--- config.mk ---
export PLATFORM = sky130hd
export DESIGN_NAME = rs232_tx_serializer_flat
export DESIGN_NICKNAME = d
export VERILOG_FILES = /design/src/rtl/rs232_pkg.sv /design/src/rtl/rs232_tx_serializer_if.sv /design/src/rtl/rs232_baud_gen.sv /design/src/rtl/rs232_tx_serializer.sv /design/src/flat_wrapper.sv
export SDC_FILE = /design/constraint.sdc
export NUM_CORES = 1
export LEC_CHECK = 0
export CAP_MARGIN = 10
export CELL_PAD_IN_SITES_DETAIL_PLACEMENT = 0
export CELL_PAD_IN_SITES_GLOBAL_PLACEMENT = 1
export CORE_UTILIZATION = 45
export DETAILED_ROUTE_END_ITERATION = 8
export GPL_ROUTABILITY_DRIVEN = 0
export PLACE_DENSITY_LB_ADDON = 0.2
export REMOVE_ABC_BUFFERS = 1
export SETUP_SLACK_MARGIN = 0.2
export SKIP_LAST_GASP = 1
export SYNTH_ARGS = -nofsm -noshare
export SYNTH_HDL_FRONTEND = slang
export SYNTH_SLANG_ARGS = --single-unit
--- constraint.sdc ---
create_clock -name CLK_50MHZ -period 7.1 [get_ports CLK_50MHZ]
set_input_delay 1.775 -clock CLK_50MHZ [delete_from_list [all_inputs] [get_ports CLK_50MHZ]]
set_output_delay 1.775 -clock CLK_50MHZ [all_outputs]
set_load 0.01 [all_outputs]
--- src/rtl/rs232_pkg.sv ---
// rtl/rs232_pkg.sv - shared RS232 state encoding and framing constants
package rs232_pkg;

    typedef enum logic [1:0] {
        IDLE  = 2'd0,
        START = 2'd1,
        DATA  = 2'd2,
        STOP  = 2'd3
    } state_t;

    localparam int DEFAULT_BAUD_DIV = 434;
    localparam int FRAME_BITS       = 10;

endpackage

--- src/rtl/rs232_tx_serializer_if.sv ---
// rtl/rs232_tx_serializer_if.sv - byte write strobe in, serial line and status out
interface rs232_tx_serializer_if;
    logic [7:0] RS_DATAIN;
    logic       RS_TRG_WRITE;
    logic       RS_TX;
    logic       RS_BUSY;
    logic       RS_DONE;
    logic       RS_OVERRUN;

    modport master (
        output RS_DATAIN, RS_TRG_WRITE,
        input  RS_TX, RS_BUSY, RS_DONE, RS_OVERRUN
    );

    modport slave (
        input  RS_DATAIN, RS_TRG_WRITE,
        output RS_TX, RS_BUSY, RS_DONE, RS_OVERRUN
    );
endinterface

--- src/rtl/rs232_baud_gen.sv ---
// rtl/rs232_baud_gen.sv - bit-period counter producing a tick in the last clock of each bit
module rs232_baud_gen #(
    parameter int BAUD_DIV = 434
) (
    input  logic clk,
    input  logic rst,
    input  logic clear,
    input  logic run,
    output logic bit_end
);
    localparam int CW = (BAUD_DIV > 1) ? $clog2(BAUD_DIV) : 1;

    logic [CW-1:0] cnt;

    assign bit_end = run && (cnt == CW'(BAUD_DIV - 1));

    always_ff @(posedge clk) begin
        if (rst || clear || !run) begin
            cnt <= '0;
        end else if (bit_end) begin
            cnt <= '0;
        end else begin
            cnt <= cnt + CW'(1);
        end
    end
endmodule

--- src/rtl/rs232_tx_serializer.sv ---
// rtl/rs232_tx_serializer.sv - 8N1 LSB-first UART transmitter with a one-deep holding register
module rs232_tx_serializer
    import rs232_pkg::*;
#(
    parameter int   BAUD_DIV   = DEFAULT_BAUD_DIV,
    parameter logic IDLE_LEVEL = 1'b1
) (
    input  logic                 CLK_50MHZ,
    input  logic                 RST,
    rs232_tx_serializer_if.slave bus
);
    state_t     state, state_n;
    logic [7:0] shift, shift_n;
    logic [7:0] hold, hold_n;
    logic       hold_full, hold_full_n;
    logic [2:0] idx, idx_n;
    logic       tx, tx_n;
    logic       busy;
    logic       overrun, overrun_n;
    logic       bit_end;
    logic       start_frame;

    assign start_frame = (state == IDLE) && bus.RS_TRG_WRITE;

    rs232_baud_gen #(.BAUD_DIV(BAUD_DIV)) u_baud (
        .clk     (CLK_50MHZ),
        .rst     (RST),
        .clear   (start_frame),
        .run     (state != IDLE),
        .bit_end (bit_end)
    );

    always_comb begin
        state_n     = state;
        shift_n     = shift;
        hold_n      = hold;
        hold_full_n = hold_full;
        idx_n       = idx;
        overrun_n   = 1'b0;

        case (state)
            IDLE: begin
                if (bus.RS_TRG_WRITE) begin
                    shift_n = bus.RS_DATAIN;
                    state_n = START;
                end
            end
            START: begin
                if (bit_end) begin
                    state_n = DATA;
                    idx_n   = 3'd0;
                end
            end
            DATA: begin
                if (bit_end) begin
                    shift_n = {1'b0, shift[7:1]};
                    idx_n   = idx + 3'd1;
                    if (idx == 3'd7) begin
                        state_n = STOP;
                    end
                end
            end
            STOP: begin
                if (bit_end) begin
                    if (hold_full) begin
                        shift_n     = hold;
                        hold_full_n = 1'b0;
                        state_n     = START;
                    end else begin
                        state_n = IDLE;
                    end
                end
            end
        endcase

        // In the STOP bit_end cycle the holding slot is being vacated, so a write never overruns there
        if (bus.RS_TRG_WRITE && (state != IDLE)) begin
            if ((state == STOP) && bit_end) begin
                if (hold_full) begin
                    hold_n      = bus.RS_DATAIN;
                    hold_full_n = 1'b1;
                end else begin
                    shift_n = bus.RS_DATAIN;
                    state_n = START;
                end
            end else if (!hold_full) begin
                hold_n      = bus.RS_DATAIN;
                hold_full_n = 1'b1;
            end else begin
                overrun_n = 1'b1;
            end
        end

        case (state_n)
            START:   tx_n = ~IDLE_LEVEL;
            DATA:    tx_n = shift_n[0];
            default: tx_n = IDLE_LEVEL;
        endcase
    end

    always_ff @(posedge CLK_50MHZ) begin
        if (RST) begin
            state     <= IDLE;
            shift     <= 8'd0;
            hold      <= 8'd0;
            hold_full <= 1'b0;
            idx       <= 3'd0;
            tx        <= IDLE_LEVEL;
            busy      <= 1'b0;
            overrun   <= 1'b0;
        end else begin
            state     <= state_n;
            shift     <= shift_n;
            hold      <= hold_n;
            hold_full <= hold_full_n;
            idx       <= idx_n;
            tx        <= tx_n;
            busy      <= (state_n != IDLE) || hold_full_n;
            overrun   <= overrun_n;
        end
    end

    assign bus.RS_TX      = tx;
    assign bus.RS_BUSY    = busy;
    assign bus.RS_DONE    = (state == STOP) && bit_end;
    assign bus.RS_OVERRUN = overrun;
endmodule

--- src/flat_wrapper.sv ---
// flat-port wrapper written by rule: the top's interface ports become plain ports
module rs232_tx_serializer_flat import rs232_pkg::*;
#(
    parameter int   BAUD_DIV   = DEFAULT_BAUD_DIV,
    parameter logic IDLE_LEVEL = 1'b1
)
  (CLK_50MHZ, RST, bus_RS_DATAIN, bus_RS_TRG_WRITE, bus_RS_TX, bus_RS_BUSY, bus_RS_DONE, bus_RS_OVERRUN);
  rs232_tx_serializer_if bus_i ();
  input  logic CLK_50MHZ;
  input  logic RST;
  input wire logic [$bits(bus_i.RS_DATAIN)-1:0] bus_RS_DATAIN;
  input wire logic [$bits(bus_i.RS_TRG_WRITE)-1:0] bus_RS_TRG_WRITE;
  output wire logic [$bits(bus_i.RS_TX)-1:0] bus_RS_TX;
  output wire logic [$bits(bus_i.RS_BUSY)-1:0] bus_RS_BUSY;
  output wire logic [$bits(bus_i.RS_DONE)-1:0] bus_RS_DONE;
  output wire logic [$bits(bus_i.RS_OVERRUN)-1:0] bus_RS_OVERRUN;
  assign bus_i.RS_DATAIN = bus_RS_DATAIN;
  assign bus_i.RS_TRG_WRITE = bus_RS_TRG_WRITE;
  assign bus_RS_TX = bus_i.RS_TX;
  assign bus_RS_BUSY = bus_i.RS_BUSY;
  assign bus_RS_DONE = bus_i.RS_DONE;
  assign bus_RS_OVERRUN = bus_i.RS_OVERRUN;
  rs232_tx_serializer #(.BAUD_DIV(BAUD_DIV), .IDLE_LEVEL(IDLE_LEVEL)) u_core (.CLK_50MHZ(CLK_50MHZ), .RST(RST), .bus(bus_i));
endmodule
==> results of run 1 <==
-- cell usage after synthesis (3+ instances only) --
| master | count | share of area |
|---|---|---|
| o21ai_0 | 9 | 0.024 |
| inv_1 | 8 | 0.016 |
| nand2_1 | 10 | 0.020 |
| and3_1 | 3 | 0.0099 |
| a211oi_2 | 7 | 0.046 |
| ha_1 | 9 | 0.060 |
| a221oi_1 | 8 | 0.037 |
| nor3_1 | 3 | 0.0079 |
| xnor2_1 | 4 | 0.019 |
| mux2i_1 | 9 | 0.048 |
| nor2_1 | 32 | 0.064 |
| a32o_1 | 7 | 0.037 |
| a21oi_1 | 8 | 0.021 |
| dfxtp_1 | 34 | 0.36 |
| clkbuf_1 | 7 | 0.014 |
-- worst paths after layout --
check | startpoint | end | slack [ns] | depth (start not counted)
worst max-delay path | u_core.u_baud.cnt[3] | bus_RS_DONE | 2.80 | 4
worst min-delay path | u_core.idx[1] | u_core.idx[1] | 0.46 | 2
worst max register to register | u_core.u_baud.cnt[3] | u_core.shift[3] | 4.52 | 5
worst min register to register | u_core.idx[1] | u_core.idx[1] | 0.46 | 2
-- worst max-delay path, stage by stage (launching register included) --
cell and delay [ns]:
dfxtp_1 0.34, or4b_1 0.72, or3_4 0.47, nor2_2 0.15, clkdlybuf4s50_1 0.56
-- logic make-up (layout without fill, tap and decap cells) --
| group | after synthesis | count (layout) | synth area share |
|---|---|---|---|
| mux | 9 | 9 | 0.0477 |
| simple gates | 70 | 70 | 0.213 |
| flops | 34 | 34 | 0.361 |
| xor+xnor | 7 | 7 | 0.0365 |
| buf+inv | 22 | 32 | 0.0530 |
| fa+ha+maj | 9 | 9 | 0.0596 |
| compound gates | 54 | 54 | 0.229 |
-- report_power, final --
group	switching, uW	internal (uW)
sequential	5.32	198
clock	70.1	77.9
combinational	28.5	23.0
-- state kept, by name (all words and copies together), names as in the netlist --
register               flops
u_core.hold                8
u_core.bus.RS_TX           1
u_core.hold_full           1
u_core.u_baud.cnt          9
u_core.bus.RS_BUSY         1
u_core.state               2
u_core.idx                 3
u_core.bus.RS_OVERRUN      1
u_core.shift               8
-- metal layers --
metal / share of wire / up-vias / GRT usage
li1: - / 774 / -
met1: 0.50 / 720 / 0.296
met2: 0.42 / 53 / 0.312
met3: 0.063 / 7 / 0.0599
met4: 0.018 / 0 / 0.0957
met5: 0 / - / 0
-- area by class of cell --
cell class | count | area (um2) | share of cell area
clock inverter | 2 | 12.5 | 0.00588
timing repair buffer | 15 | 148 | 0.0694
tap | 50 | 62.6 | 0.0294
inverter | 9 | 33.8 | 0.0159
sequential | 34 | 681 | 0.320
clock buffer | 6 | 82.6 | 0.0388
multi-input combinational | 149 | 1110 | 0.521
-- metrics by stage --
step	hold WS, ns	area, um2	util
finish	0.462	2130	0.532
global route	0.479	2130	0.532
CTS	0.463	2130	0.532
detailed placement	0.453	2030	0.508
global placement	0.443	2030	0.508
floorplan	0.430	1820	-
==> impl_metrics.yaml, run 1 <==
die:
  die_w_um: 66.8
  start_util: 0.472
  fp.dieArea_um2: 4460
  core_um2: 4000
  io_pins: 15
  dieHeight_um: 66.8
  std_cell_rows: 23
sta:
  setup_tns_ns: 0
  max_freq_mhz: 233
  setup_viol: 0
  timing.final.ws_setup_ns: 2.80
  hold_viol: 0
  worst_pin_slew_ns: 0.644
  fin_crit_sh: 0.606
  fin_worst_skew_ns: 0.0120
  slew_headroom: 0.570
  slew_viol_final: 0
  period_needed_ns: 4.30
  rsz0062_at_grt: "no"
grt:
  grt_overflow: 0
  grt_pass1_wl_mm: 7.02
  grt_pass1_vias: 1457
  antenna_found_initial: 0
  grt_use_total: 0.216
  grt_max_degree: 28
run:
  max-cap-violations: 0
clock_network:
  cts_tree: "built"
  cts_made_buffers: 5
  clock-sinks: 34
  path_clk_slew_ns: 0.07
  insertion_delay_ns: 0.29
  cts-root-buf: "clkbuf_8"
  holdBufCountCts: 0
  h-tree-depth: 2
  cts_buffer_depth: 2
  cts_resized: 0
  post_cts_buffers: 0
route:
  drtPass1Iterations: 4
  routed_wl_mm: 4.19
  initialDrtViolationCount: 86
  vias: 1554
  routedWlPerCell_um: 15.8
  final_antenna_net_count: 0
  drt-vias-per-instance: 5.86
  drc_errors: 0
final_layout:
  diodes: 0
  layout_commonest_cell: "dfxtp_1"
  syn2layout_area_growth_pct: 12.7
  nFillCells: 364
  layout-drive-gt1-share: 0.121
  final_cell_mix: "34 x dfxtp_1, 32 x nor2_1, 14 x clkdlybuf4s50_1"
  fin_cells: 265
  fin_nets: 234
worst_setup_path:
  worstSetupEndpointType: "output pin"
  critPathMaxFanout: 6
  crit_required_ns: 5.33
  startpoint_type: "register"
  arrival_ns: 2.52
  crit_type: "register to output pin"
yosys:
  ys_types: 50
  ys_seq_elements: 34
  synth_ff_type: "dfxtp_1"
  synth_seq_area_share: 0.361
  yosys_warnings: 0
  synthArstFlopShare: 0
  syn_inst: 205
  synth-edff-count: 0
  syn-cell-area_um2: 1890
  postSynthAreaPerCell_um2: 9.21
status:
  status: "finished clean"
min_path:
  holdCritPathClass: "register to register"
placement:
  placed_cells: 257
  pre_cts_slack_ns: 3.12
  dp_hpwl_mm: 2.90
  io_buffers: 14
power_and_ir_drop:
  p_per_area_nw_per_um2: 189
  peakVddDrop_uv: 124
  total_leakage_power_uw: 0.000761
  total_power_uw: 403
(Power assumes the default switching activity.)
==> inputs of run 2 (changes only) <==
- CORE_UTILIZATION: 45 -> 44
- clock period: 7.1 -> 4.1 ns (I/O delays scaled with it)
==> run 2 against run 1 <==
Die area up 2.2%. Sequential cell count unchanged. Critical path depth unchanged. First-iteration DRC count decreased by 1.2%. Combinational power grew 73%. Register-to-register slack got worse by 3.0 ns. Clock power increased by 56%. Critical path type unchanged. Critical endpoint unchanged. Largest cell class unchanged. Highest routed layer unchanged.
==> impl_metrics.yaml, run 2 (synthesis results as in run 1) <==
grt:
  grt_util_met2: 0.342
  busiest_layer: "met2"
  grt_overflow: 0
  grt_use_total: 0.208
  grt_pass1_wl_mm: 7.05
  grt_use_met1: 0.254
  grt_max_degree: 18
  antenna_found_initial: 0
  use_met3: 0.0591
  grt_pass1_vias: 1497
route:
  initialDrtViolationCount: 85
  vias: 1543
  drt-vias-per-instance: 5.84
  routed_wl_mm: 4.10
  drc_errors: 0
  final_antenna_net_count: 0
  drtPass1Iterations: 4
  routedWlPerCell_um: 15.5
sta:
  setup_tns_ns: 0
  period_needed_ns: 3.51
  slew_headroom: 0.568
  hold_viol: 0
  max_freq_mhz: 285
  fin_crit_sh: 0.857
  hold_slack_ns: 0.461
  fin_worst_skew_ns: 0.00842
  worst_pin_slew_ns: 0.643
  slew_viol_final: 0
  setup_viol: 0
  rsz0062_at_grt: "no"
status:
  status: "finished clean"
worst_setup_path:
  arrival_ns: 2.49
  startpoint_type: "register"
  ff2ff_setup_slack_ns: 1.52
  path_cells: "or4b_1 -> or3_4 -> nor2_2 -> clkdlybuf4s50_1"
  max_stage_delay_ns: 0.70
  crit_required_ns: 3.07
  critPathMaxFanout: 6
  worstSetupEndpointType: "output pin"
  crit_type: "register to output pin"
  crit_slowest_cell: "or4b_1"
power_and_ir_drop:
  intPower_uw: 496
  seq_power_share: 0.523
  peakVddDrop_uv: 197
  p_per_area_nw_per_um2: 318
  total_leakage_power_uw: 0.000757
  p_switching_uw: 175
  switching_share: 0.261
  total_power_uw: 671
  clockPowerShare: 0.344
  pwr-share-comb: 0.133
min_path:
  holdCritPathClass: "register to register"
clock_network:
  cts_buffer_depth: 2
  clock-sinks: 34
  insertion_delay_ns: 0.29
  cts_made_buffers: 5
  cts-root-buf: "clkbuf_8"
  cts_tree: "built"
  path_clk_slew_ns: 0.07
  post_cts_buffers: 0
  holdBufCountCts: 0
  cts_resized: 0
  h-tree-depth: 2
final_layout:
  fin_nets: 234
  reg.largest.list: "u_core.u_baud.cnt x9, u_core.hold x8, u_core.shift x8"
  final_cell_mix: "34 x dfxtp_1, 32 x nor2_1, 14 x clkdlybuf4s50_1"
  regMostFlops: "u_core.u_baud.cnt"
  nFillCells: 375
  syn2layout_area_growth_pct: 11.8
  largest_reg_flops: 9
  diodes: 0
  layout_commonest_cell: "dfxtp_1"
  layout-drive-gt1-share: 0.117
placement:
  dp_hpwl_mm: 2.89
  io_buffers: 14
die:
  start_util: 0.465
  io_pins: 15
  std_cell_rows: 23
  die_w_um: 67.5
  dieHeight_um: 67.5
  core_um2: 4060
  fp.dieArea_um2: 4560
run:
  max-cap-violations: 0
## run 2: final timing paths
check / cells past startpoint / endpoint / start
worst min register to register: 1 / u_core.u_baud.cnt[0] / u_core.u_baud.cnt[0]
worst max-delay path: 4 / bus_RS_DONE / u_core.u_baud.cnt[3]
worst min-delay path: 1 / u_core.u_baud.cnt[0] / u_core.u_baud.cnt[0]
worst max register to register: 6 / u_core.hold[0] / u_core.u_baud.cnt[3]
## run 2: per-stage QoR
stage                     cells  utilization  worst slack, ns  instance area [um2]
after floorplan             192            -             1.47                 1820
after global placement      257        0.501            0.914                 2030
after detailed placement    257        0.501            0.895                 2030
after CTS                   264        0.520            0.564                 2110
after global routing        264        0.520            0.484                 2110
final                       264        0.520            0.585                 2110
## run 2: power by group through the flow
| stage | logic [uW] | clock network (uW) | registers, uW |
|---|---|---|---|
| floorplan | 54.4 | 0 | 357 |
| global placement | 88.2 | 0 | 358 |
| detailed placement | 88.5 | 0 | 359 |
| CTS | 89.4 | 239 | 351 |
| global route | 96.7 | 254 | 353 |
| finish | 89.0 | 231 | 351 |
## run 2: critical path: cells and delay by family, from the launching register on
kind | cells | cell delay (ns)
simple gates | 3 | 1.30
flops | 1 | 0.35
buf+inv | 1 | 0.56
## run 2: cell type report
cell class,instances,area (um2),share of cell area
clock buffer,5,68.8,0.0326
clock inverter,2,10.0,0.00474
inverter,9,33.8,0.0160
multi-input combinational,149,1110,0.525
sequential,34,681,0.322
tap,50,62.6,0.0296
timing repair buffer,15,148,0.0699
## run 2: routing by layer
layer	wire (um)	up-vias	share of wire
met5	0	-	0
met4	52	0	0.013
met3	179	6	0.044
met2	1930	28	0.47
met1	1940	738	0.47
li1	-	771	-
